$ cat src/rtl/vector_memory_arbiter.sv
// Two-port round-robin burst arbiter in front of the vector data memory.
// Bursts auto-increment the address (wrapping at MEM_SIZE-1) and return registered read data.
module vector_memory_arbiter #(
    parameter int unsigned ADDRESS_WIDTH = 19,
    parameter int unsigned DATA_WIDTH    = 64,
    parameter int unsigned BURST_WIDTH   = 4,
    parameter int unsigned MEM_SIZE      = 2000
) (
    input  logic                     clk,
    input  logic                     reset,
    input  logic                     req0,
    input  logic                     req1,
    input  logic                     we0,
    input  logic                     we1,
    input  logic [ADDRESS_WIDTH-1:0] addr0,
    input  logic [ADDRESS_WIDTH-1:0] addr1,
    input  logic [BURST_WIDTH-1:0]   len0,
    input  logic [BURST_WIDTH-1:0]   len1,
    input  logic [DATA_WIDTH-1:0]    wdata0,
    input  logic [DATA_WIDTH-1:0]    wdata1,
    output logic                     gnt0,
    output logic                     gnt1,
    output logic                     done0,
    output logic                     done1,
    output logic                     rvalid0,
    output logic                     rvalid1,
    output logic [DATA_WIDTH-1:0]    rdata,
    output logic                     mem_writeEnable,
    output logic [ADDRESS_WIDTH-1:0] mem_address,
    output logic [DATA_WIDTH-1:0]    mem_inputData,
    input  logic [DATA_WIDTH-1:0]    mem_outputData
);

    localparam logic [ADDRESS_WIDTH-1:0] LastAddr = ADDRESS_WIDTH'(MEM_SIZE - 1);
    localparam logic [BURST_WIDTH-1:0]   OneBeat  = BURST_WIDTH'(1);

    typedef enum logic [0:0] {StIdle, StBurst} state_e;

    state_e                   state_q, state_d;
    logic                     owner_q, owner_d;
    logic                     last_q, last_d;
    logic                     we_q, we_d;
    logic [ADDRESS_WIDTH-1:0] addr_q, addr_d;
    logic [BURST_WIDTH-1:0]   count_q, count_d;
    logic [DATA_WIDTH-1:0]    rdata_q, rdata_d;
    logic                     rvalid0_q, rvalid0_d;
    logic                     rvalid1_q, rvalid1_d;

    logic                     in_burst;
    logic                     owner_req;
    logic                     beat;
    logic                     last_beat;
    logic                     pick;
    logic [BURST_WIDTH-1:0]   len_sel;

    always_comb begin
        in_burst        = (state_q == StBurst);
        owner_req       = owner_q ? req1 : req0;
        // A beat happens only while the owner keeps its request up; a drop aborts the burst.
        beat            = in_burst & owner_req;
        last_beat       = beat & (count_q == OneBeat);
        gnt0            = beat & ~owner_q;
        gnt1            = beat & owner_q;
        done0           = last_beat & ~owner_q;
        done1           = last_beat & owner_q;
        mem_writeEnable = beat & we_q;
        mem_address     = in_burst ? addr_q : '0;
        mem_inputData   = in_burst ? (owner_q ? wdata1 : wdata0) : '0;
        rvalid0         = rvalid0_q;
        rvalid1         = rvalid1_q;
        rdata           = rdata_q;
    end

    always_comb begin
        state_d   = state_q;
        owner_d   = owner_q;
        last_d    = last_q;
        we_d      = we_q;
        addr_d    = addr_q;
        count_d   = count_q;
        rdata_d   = rdata_q;
        rvalid0_d = 1'b0;
        rvalid1_d = 1'b0;
        // On a tie the port not served last wins.
        pick      = (req0 & req1) ? ~last_q : req1;
        len_sel   = pick ? len1 : len0;

        case (state_q)
            StIdle: begin
                if (req0 | req1) begin
                    owner_d = pick;
                    we_d    = pick ? we1 : we0;
                    addr_d  = pick ? addr1 : addr0;
                    count_d = (len_sel == '0) ? OneBeat : len_sel;
                    state_d = StBurst;
                end
            end
            StBurst: begin
                if (beat) begin
                    addr_d  = (addr_q == LastAddr) ? '0 : addr_q + ADDRESS_WIDTH'(1);
                    count_d = count_q - OneBeat;
                    if (!we_q) begin
                        rdata_d   = mem_outputData;
                        rvalid0_d = ~owner_q;
                        rvalid1_d = owner_q;
                    end
                    if (count_q == OneBeat) begin
                        state_d = StIdle;
                        last_d  = owner_q;
                    end
                end else begin
                    state_d = StIdle;
                    last_d  = owner_q;
                end
            end
            default: state_d = StIdle;
        endcase
    end

    always_ff @(posedge clk or posedge reset) begin
        if (reset) begin
            state_q   <= StIdle;
            owner_q   <= 1'b0;
            last_q    <= 1'b1;
            we_q      <= 1'b0;
            addr_q    <= '0;
            count_q   <= '0;
            rdata_q   <= '0;
            rvalid0_q <= 1'b0;
            rvalid1_q <= 1'b0;
        end else begin
            state_q   <= state_d;
            owner_q   <= owner_d;
            last_q    <= last_d;
            we_q      <= we_d;
            addr_q    <= addr_d;
            count_q   <= count_d;
            rdata_q   <= rdata_d;
            rvalid0_q <= rvalid0_d;
            rvalid1_q <= rvalid1_d;
        end
    end

endmodule

$ cat config.mk
export PLATFORM = sky130hd
export DESIGN_NAME = vector_memory_arbiter
export DESIGN_NICKNAME = d
export VERILOG_FILES = /design/src/rtl/vector_memory_arbiter.sv
export SDC_FILE = /design/constraint.sdc
export NUM_CORES = 1
export LEC_CHECK = 0
export BUFFER_PORTS_ARGS = -buffer_cell sky130_fd_sc_hd__buf_2
export CORE_AREA = 2 2 155 157
export CTS_BUF_LIST = sky130_fd_sc_hd__clkbuf_4
export DETAILED_ROUTE_END_ITERATION = 7
export DIE_AREA = 0 0 157 159
export HOLD_SLACK_MARGIN = 0.06
export PLACE_DENSITY = 0.63
export SYNTH_ARGS = -nofsm -noshare
export SYNTH_HDL_FRONTEND = slang
export SYNTH_SLANG_ARGS = --single-unit
$ cat constraint.sdc
create_clock -name clk -period 4.5 [get_ports clk]
set_input_delay 0.9 -clock clk [delete_from_list [all_inputs] [get_ports clk]]
set_output_delay 0.9 -clock clk [all_outputs]
set_load 0.01 [all_outputs]
==> results of run 1 <==
[cell families after synthesis]
kind of cell | share of synthesized area
adder cells (fa/ha/maj) | 0.00683
AND/OR/NAND/NOR | 0.142
AO/OA/AOI/OAI | 0.0902
flip-flops | 0.424
buffers and inverters | 0.0444
multiplexers | 0.293
[routing by layer]
metal  track usage  up-vias
li1              -     2660
met1         0.206     2615
met2         0.290      286
met3        0.0392       19
met4        0.0463        0
met5             0        -
[metrics by stage]
stage	utilization	power (mW)	hold slack, ns	worst slack, ns
global route	0.340	5.29	0.512	0.980
CTS	0.340	4.94	0.501	1.14
global placement	0.335	4.46	0.463	1.72
floorplan	-	3.41	0.454	1.18
detailed placement	0.335	4.50	0.470	1.67
finish	0.341	4.86	0.495	1.20
[final cells by class]
type                            instances  area, µm²
Timing Repair Buffer                  406       2050
Clock buffer                            9       67.6
Antenna cell                            5       12.5
Clock inverter                          7       51.3
Sequential cell                        93       2330
Tap cell                              319        399
Multi-Input combinational cell        387       2930
Fill cell                            2435      15300
Inverter                               12       47.5
[power breakdown]
group / internal (mW) / leakage [nW] / total [mW] / switching [mW]
Clock: 0.116 / 0.0639 / 0.415 / 0.299
Sequential: 1.26 / 1.10 / 1.69 / 0.425
Combinational: 1.29 / 2.96 / 2.76 / 1.47
Total: 2.67 / 4.12 / 4.86 / 2.19
[worst min-delay path by stage]
stage,start,to,slack [ns],cells past startpoint
after floorplan,last_q$_DFFE_PP1P_,last_q$_DFFE_PP1P_,0.45,2
final,rdata[45]$_DFFE_PP0P_,rdata[45]$_DFFE_PP0P_,0.50,1
after global routing,rdata[5]$_DFFE_PP0P_,rdata[5]$_DFFE_PP0P_,0.51,1
after global placement,rdata[11]$_DFFE_PP0P_,rdata[11]$_DFFE_PP0P_,0.46,1
after CTS,rdata[53]$_DFFE_PP0P_,rdata[53]$_DFFE_PP0P_,0.50,1
after detailed placement,rdata[41]$_DFFE_PP0P_,rdata[41]$_DFFE_PP0P_,0.47,1
[sequential cells by signal, indices dropped and copies added (netlist names)]
signal and cells:
rvalid0 1, rvalid1 1, rdata 64, addr_q 19
we_q 1, last_q 1, in_burst 1, count_q 4
owner_q 1
[worst max-delay path, stage by stage, from the launching register on]
cell	delay, ns
sky130_fd_sc_hd__dfrtp_4	0.95
sky130_fd_sc_hd__buf_4	0.45
sky130_fd_sc_hd__mux2i_1	0.28
sky130_fd_sc_hd__nor2_1	0.05
sky130_fd_sc_hd__buf_2	0.17
[layout by cell type, fill, tap and decap left out, types with 8 or more instances in the layout]
cell type,instances
sky130_fd_sc_hd__nand2_1,17
sky130_fd_sc_hd__buf_4,9
sky130_fd_sc_hd__dfrtp_1,91
sky130_fd_sc_hd__clkbuf_4,9
sky130_fd_sc_hd__buf_2,397
sky130_fd_sc_hd__a21oi_1,11
sky130_fd_sc_hd__mux2_1,64
sky130_fd_sc_hd__nand4_1,8
sky130_fd_sc_hd__a22o_1,9
sky130_fd_sc_hd__and2_1,16
sky130_fd_sc_hd__inv_1,10
sky130_fd_sc_hd__nand3_1,9
sky130_fd_sc_hd__o21ai_1,8
sky130_fd_sc_hd__nor2_1,86
sky130_fd_sc_hd__mux2i_1,83
sky130_fd_sc_hd__nor3_1,9
==> results_tabular.tex, run 1 <==
\begin{tabular}{lr}
\hline
Metric & Value \\
\hline
\multicolumn{2}{l}{\textbf{Yosys}} \\
Nets in the synthesized netlist & 778 \\
Cells after synthesis & 531 \\
Commonest cells in the netlist & sky130\_fd\_sc\_hd\_\_dfrtp\_1 (92), sky130\_fd\_sc\_hd\_\_nor2\_1 (86), sky130\_fd\_sc\_hd\_\_mux2i\_1 (83), sky130\_fd\_sc\_hd\_\_mux2\_1 (64), sky130\_fd\_sc\_hd\_\_nand2\_1 (17) \\
Cell type contributing the most total cell area after synthesis & sky130\_fd\_sc\_hd\_\_dfrtp\_1 \\
Post-synthesis area per instance & 10.3 µm² \\
Synth unique cells & 51 \\
Syn. warnings & 0 \\
Most frequently used flop master after synthesis & sky130\_fd\_sc\_hd\_\_dfrtp\_1 \\
Total of flip-flops plus latches after synthesis & 93 \\
Top cells by area in the synthesized netlist & sky130\_fd\_sc\_hd\_\_dfrtp\_1 (42\%), sky130\_fd\_sc\_hd\_\_mux2i\_1 (15\%), sky130\_fd\_sc\_hd\_\_mux2\_1 (13\%) \\
Ys async rst share & 1.00 \\
Proportion of netlist area held by the largest area contributor & 0.419 \\
Number of enable flip-flop cells after synthesis & 0 \\
Most used standard cell by instance count after synthesis & sky130\_fd\_sc\_hd\_\_dfrtp\_1 \\
Synth Cell Area & 5500 µm² \\
Part of the Yosys area used for sequential elements & 0.424 \\
\multicolumn{2}{l}{\textbf{Drt}} \\
Post-route DRC & 0 \\
Vias & 5580 \\
Antenna-violating nets left & 0 \\
Wire length per cell & 17.2 µm \\
Via density & 4.51 \\
Top Layer Used & met4 \\
Amount of wire on met2 after detailed routing & 10.6 mm \\
Detail Route met3 WL & 1.52 mm \\
Initial drt markers & 391 \\
Sum of routed wire length over all layers & 21.4 mm \\
Routed length on met1 & 8.85 mm \\
DRT Pass-1 Iters & 5 \\
\multicolumn{2}{l}{\textbf{STA}} \\
Share of the clock period used by the worst path after layout & 0.734 \\
Number of hold violations in the final report & 0 \\
Fin. max-slew vios & 0 \\
Worst slew margin relative to its limit & 0.265 \\
Least-Margin Pin Slew & 1.10 ns \\
Setup TNS after final layout & 0 ns \\
Maximum operating frequency & 303 MHz \\
Clock tree skew after final layout & 0.0300 ns \\
Final worst path period need & 3.30 ns \\
Unrepaired setup endpoints after global routing & false \\
Final setup violation count & 0 \\
\multicolumn{2}{l}{\textbf{Worst setup path}} \\
Launching element type of the critical path & flop \\
Data arrival at the endpoint of the critical path & 2.40 ns \\
Reg-to-Reg End & count\_q[0]\$\_DFFE\_PP0P\_ \\
Cells on worst reg2reg path & 5 \\
CP startpoint & owner\_q\$\_DFFE\_PP0P\_ \\
Crit Path Max Fanout & 50 \\
Setup slack on the worst flop-to-flop path & 1.79 ns \\
End point of the critical path & mem\_inputData[45] \\
Critical setup path kind & reg2out \\
Startpoint of the worst-slack reg-to-reg timing path & owner\_q\$\_DFFE\_PP0P\_ \\
Critical path endpoint category & output pin \\
Critical path data required time & 3.60 ns \\
\multicolumn{2}{l}{\textbf{Floorplan}} \\
Core Area & 23200 µm² \\
Die height & 159 µm \\
Number of core rows & 56 \\
Die extent in x & 157 µm \\
Number of ports placed on the die boundary & 398 \\
Initial standard-cell utilization of the core & 0.237 \\
Die Area & 25000 µm² \\
\multicolumn{2}{l}{\textbf{Clock network}} \\
Cts bufs inserted & 9 \\
TritonCTS clock tree & built \\
CTS-repair resized insts & 0 \\
Clock transition time at the flip-flop clock pins of the worst setup and hold paths & 0.14 ns \\
Root buffer cell & sky130\_fd\_sc\_hd\_\_clkbuf\_4 \\
Skew-Pair Late Insertion Delay & 0.47 ns \\
Number of post-CTS setup repair buffers & 0 \\
Maximum level of the CTS H-tree & 3 \\
Number of clock sinks & 93 \\
Buffer levels on the longest clock path & 2 \\
\# hold bufs at CTS & 0 \\
\multicolumn{2}{l}{\textbf{Placed design}} \\
Post-Place Cells & 1217 \\
Detailed placer's ending HPWL & 17.4 mm \\
GPL Wtd Cong & 0.877 \\
Count of input and output buffers & 397 \\
Placed standard-cell area & 7770 µm² \\
\multicolumn{2}{l}{\textbf{Global route}} \\
Largest net degree at the start of global routing & 65 \\
Total congestion overflow & 0 \\
Gr usage total & 0.167 \\
Wire length of the first global-routing pass & 31.9 mm \\
Number of global-route vias before repair & 5421 \\
Number of antenna violations at the first check in global routing & 9 \\
\multicolumn{2}{l}{\textbf{Final layout}} \\
Count of placed standard cells in the final layout, fillers left out & 1238 \\
Layout Nets & 1156 \\
Layout area overhead & 43.7\% \\
Fraction of final layout cells with drive strength greater than 1 & 0.479 \\
Post-route cell area & 7900 µm² \\
\multicolumn{2}{l}{\textbf{Power}} \\
Cell area power density & 616 nW/µm² \\
Highest ir drop seen on vdd & 0.238 mV \\
P\_leak & 4.12 nW \\
\multicolumn{2}{l}{\textbf{Status}} \\
Run status & finished, final reports clean \\
\multicolumn{2}{l}{\textbf{Min path}} \\
Hold Crit Class & reg2reg \\
\multicolumn{2}{l}{\textbf{Flow run}} \\
Total of max-cap violations & 0 \\
\hline
\end{tabular}
No activity file was read; power rests on OpenSTA's default activity.
==> run 2: changes to the inputs <==
- ABC_AREA: not set -> 1
- CORE_AREA: 2 2 155 157 -> 2 2 154 156
- DIE_AREA: 0 0 157 159 -> 0 0 156 158
- PLACE_DENSITY: 0.63 -> 0.68
- clock period: 4.5 -> 2.7 ns (I/O delays scaled with it)
==> results_tabular.tex, run 2 <==
\begin{tabular}{lr}
\hline
Metric & Value \\
\hline
\multicolumn{2}{l}{\textbf{Status}} \\
Run status & finished, final reports clean \\
\multicolumn{2}{l}{\textbf{Placed design}} \\
Count of input and output buffers & 397 \\
Detailed placer's ending HPWL & 17.0 mm \\
Placed standard-cell area & 8200 µm² \\
GPL Wtd Cong & 0.924 \\
Post-Place Cells & 1414 \\
\multicolumn{2}{l}{\textbf{Clock network}} \\
Cts bufs inserted & 9 \\
Number of post-CTS setup repair buffers & 0 \\
Root buffer cell & sky130\_fd\_sc\_hd\_\_clkbuf\_4 \\
Maximum level of the CTS H-tree & 3 \\
Buffer levels on the longest clock path & 2 \\
TritonCTS clock tree & built \\
CTS-repair resized insts & 0 \\
\# hold bufs at CTS & 0 \\
Number of clock sinks & 93 \\
Clock transition time at the flip-flop clock pins of the worst setup and hold paths & 0.20 ns \\
Skew-Pair Late Insertion Delay & 0.48 ns \\
\multicolumn{2}{l}{\textbf{STA}} \\
Maximum operating frequency & 407 MHz \\
Unrepaired setup endpoints after global routing & false \\
Least-Margin Pin Slew & 0.511 ns \\
Number of hold violations in the final report & 0 \\
Share of the clock period used by the worst path after layout & 0.910 \\
Fin. max-slew vios & 0 \\
Final setup violation count & 0 \\
Final worst path period need & 2.46 ns \\
Clock tree skew after final layout & 0.0441 ns \\
Worst slew margin relative to its limit & 0.660 \\
Setup TNS after final layout & 0 ns \\
\multicolumn{2}{l}{\textbf{Yosys}} \\
Synth unique cells & 33 \\
Syn. warnings & 0 \\
Cells after synthesis & 763 \\
Top cells by area in the synthesized netlist & sky130\_fd\_sc\_hd\_\_dfrtp\_1 (38\%), sky130\_fd\_sc\_hd\_\_mux2\_4 (15\%), sky130\_fd\_sc\_hd\_\_nor2\_1 (13\%) \\
Cell type contributing the most total cell area after synthesis & sky130\_fd\_sc\_hd\_\_dfrtp\_1 \\
Proportion of netlist area held by the largest area contributor & 0.384 \\
Most frequently used flop master after synthesis & sky130\_fd\_sc\_hd\_\_dfrtp\_1 \\
Number of enable flip-flop cells after synthesis & 0 \\
Nets in the synthesized netlist & 1010 \\
Post-synthesis area per instance & 7.86 µm² \\
Ys async rst share & 1.00 \\
Synth Cell Area & 6000 µm² \\
Commonest cells in the netlist & sky130\_fd\_sc\_hd\_\_nor2\_1 (201), sky130\_fd\_sc\_hd\_\_o21ai\_0 (106), sky130\_fd\_sc\_hd\_\_dfrtp\_1 (92), sky130\_fd\_sc\_hd\_\_nand2\_1 (91), sky130\_fd\_sc\_hd\_\_inv\_1 (68) \\
Part of the Yosys area used for sequential elements & 0.388 \\
Total of flip-flops plus latches after synthesis & 93 \\
Most used standard cell by instance count after synthesis & sky130\_fd\_sc\_hd\_\_nor2\_1 \\
\multicolumn{2}{l}{\textbf{Power}} \\
Cell Int Power & 5.00 mW \\
Highest ir drop seen on vdd & 0.976 mV \\
Sequential share of power & 0.285 \\
Clock group share of total power & 0.085 \\
Combinational fraction of design power & 0.631 \\
P\_leak & 4.67 nW \\
Total net switching power & 4.57 mW \\
Fraction of power spent switching nets & 0.477 \\
Cell area power density & 1150 nW/µm² \\
\multicolumn{2}{l}{\textbf{Global route}} \\
Total congestion overflow & 0 \\
Gr usage total & 0.168 \\
Largest net degree at the start of global routing & 94 \\
Wire length of the first global-routing pass & 32.8 mm \\
Number of antenna violations at the first check in global routing & 2 \\
Number of global-route vias before repair & 6188 \\
\multicolumn{2}{l}{\textbf{Worst setup path}} \\
Data arrival at the endpoint of the critical path & 1.92 ns \\
Reg-to-Reg End & rdata[57]\$\_DFFE\_PP0P\_ \\
Crit Path Max Fanout & 67 \\
Critical path endpoint category & output pin \\
Startpoint of the worst-slack reg-to-reg timing path & owner\_q\$\_DFFE\_PP0P\_ \\
Cells on worst reg2reg path & 7 \\
Critical setup path kind & reg2out \\
Launching element type of the critical path & flop \\
Critical path data required time & 2.16 ns \\
Setup slack on the worst flop-to-flop path & 0.70 ns \\
\multicolumn{2}{l}{\textbf{Drt}} \\
Sum of routed wire length over all layers & 21.8 mm \\
Post-route DRC & 0 \\
Antenna-violating nets left & 0 \\
Vias & 6546 \\
Initial drt markers & 457 \\
DRT Pass-1 Iters & 5 \\
Wire length per cell & 15.2 µm \\
Via density & 4.57 \\
\multicolumn{2}{l}{\textbf{Final layout}} \\
Top library cells by usage in the layout, fill and taps aside & sky130\_fd\_sc\_hd\_\_buf\_2 (397), sky130\_fd\_sc\_hd\_\_nor2\_1 (201), sky130\_fd\_sc\_hd\_\_o21ai\_0 (106), sky130\_fd\_sc\_hd\_\_nand2\_1 (91), sky130\_fd\_sc\_hd\_\_dfrtp\_1 (91) \\
Most common library cell in the layout ignoring fill and taps & sky130\_fd\_sc\_hd\_\_buf\_2 \\
Storage element area & 2330 µm² \\
Count of placed standard cells in the final layout, fillers left out & 1433 \\
Fraction of final layout cells with drive strength greater than 1 & 0.437 \\
Post-route cell area & 8350 µm² \\
Max FFs per register & 64 \\
Area taken by multi-input logic gates & 3110 µm² \\
Layout Nets & 1382 \\
Number of fillers in the final layout & 2450 \\
Layout area overhead & 39.1\% \\
\multicolumn{2}{l}{\textbf{Floorplan}} \\
Number of ports placed on the die boundary & 398 \\
Die Area & 24600 µm² \\
Die height & 158 µm \\
Initial standard-cell utilization of the core & 0.260 \\
Core Area & 23100 µm² \\
Number of core rows & 56 \\
Die extent in x & 156 µm \\
\multicolumn{2}{l}{\textbf{Min path}} \\
Hold Crit Class & in2async \\
\multicolumn{2}{l}{\textbf{Flow run}} \\
Total of max-cap violations & 0 \\
\hline
\end{tabular}
==> run 2: cell count changes in the layout (fill, tap and decap cells not counted), moves of 6 or more <==
cell / change
sky130_fd_sc_hd__inv_1: +57
sky130_fd_sc_hd__o21ai_0: +100
sky130_fd_sc_hd__nor3_1: -6
sky130_fd_sc_hd__a21oi_1: +12
sky130_fd_sc_hd__nor2_1: +115
sky130_fd_sc_hd__mux2_1: -64
sky130_fd_sc_hd__mux2i_1: -83
sky130_fd_sc_hd__and2_1: -16
sky130_fd_sc_hd__nand3_1: +27
sky130_fd_sc_hd__a22o_1: -9
sky130_fd_sc_hd__nand2_1: +74
sky130_fd_sc_hd__mux2_4: +59
==> run 2: worst max path at each step <==
stage | from | slack [ns] | cells after the start | to
after global placement | req1 | 0.61 | 7 | rdata[57]$_DFFE_PP0P_
after CTS | owner_q$_DFFE_PP0P_ | 0.1 | 4 | done1
after detailed placement | req1 | 0.61 | 7 | rdata[57]$_DFFE_PP0P_
after floorplan | owner_q$_DFFE_PP0P_ | 0.85 | 6 | mem_inputData[13]
after global routing | in_burst$_DFF_PP0_ | 0.09 | 4 | mem_address[4]
final | owner_q$_DFFE_PP0P_ | 0.24 | 4 | done1
==> run 2: per-stage QoR <==
stage	total power, mW	setup WS [ns]	hold slack [ns]	utilization
floorplan	6.70	0.847	0.465	-
global placement	8.70	0.607	0.482	0.356
detailed placement	8.79	0.607	0.486	0.356
CTS	9.66	0.0956	0.154	0.362
global route	10.4	0.0912	0.204	0.362
finish	9.57	0.244	0.188	0.362
==> run 2: worst max-delay path, cell delays in order, from the launching register on <==
cell	delay, ns
sky130_fd_sc_hd__dfrtp_1	0.49
sky130_fd_sc_hd__buf_6	0.37
sky130_fd_sc_hd__nand3_1	0.27
sky130_fd_sc_hd__nor2_1	0.16
sky130_fd_sc_hd__buf_2	0.14
==> run 2: logic make-up after synthesis <==
group,after synthesis,share of synthesized area
adder cells (fa/ha/maj),3,0.00626
multiplexers,64,0.158
XOR/XNOR,5,0.00730
buffers and inverters,117,0.0930
AND/OR/NAND/NOR,342,0.230
AO/OA/AOI/OAI,139,0.118
flip-flops,93,0.388
==> run 2: cell type report <==
class                           instances  area share
Multi-Input combinational cell        553       0.373
Sequential cell                        93       0.279
Clock inverter                          7     0.00824
Timing Repair Buffer                  407       0.255
Inverter                               71      0.0324
Antenna cell                            3    0.000899
Tap cell                              290      0.0435
Clock buffer                            9     0.00809
==> run 2: power groups by stage <==
stage	clock network (mW)	registers, mW	logic [mW]
detailed placement	0	2.75	6.05
floorplan	0	2.82	3.88
global route	0.903	2.83	6.68
CTS	0.872	2.72	6.07
finish	0.809	2.72	6.04
global placement	0	2.74	5.95
==> run 2: routing by layer <==
metal	vias up	track usage	routed length (µm)
met3	32	0.0353	1930
li1	3209	-	-
met4	0	0.0463	308
met1	2984	0.228	9610
met5	-	0	0
met2	321	0.271	9940
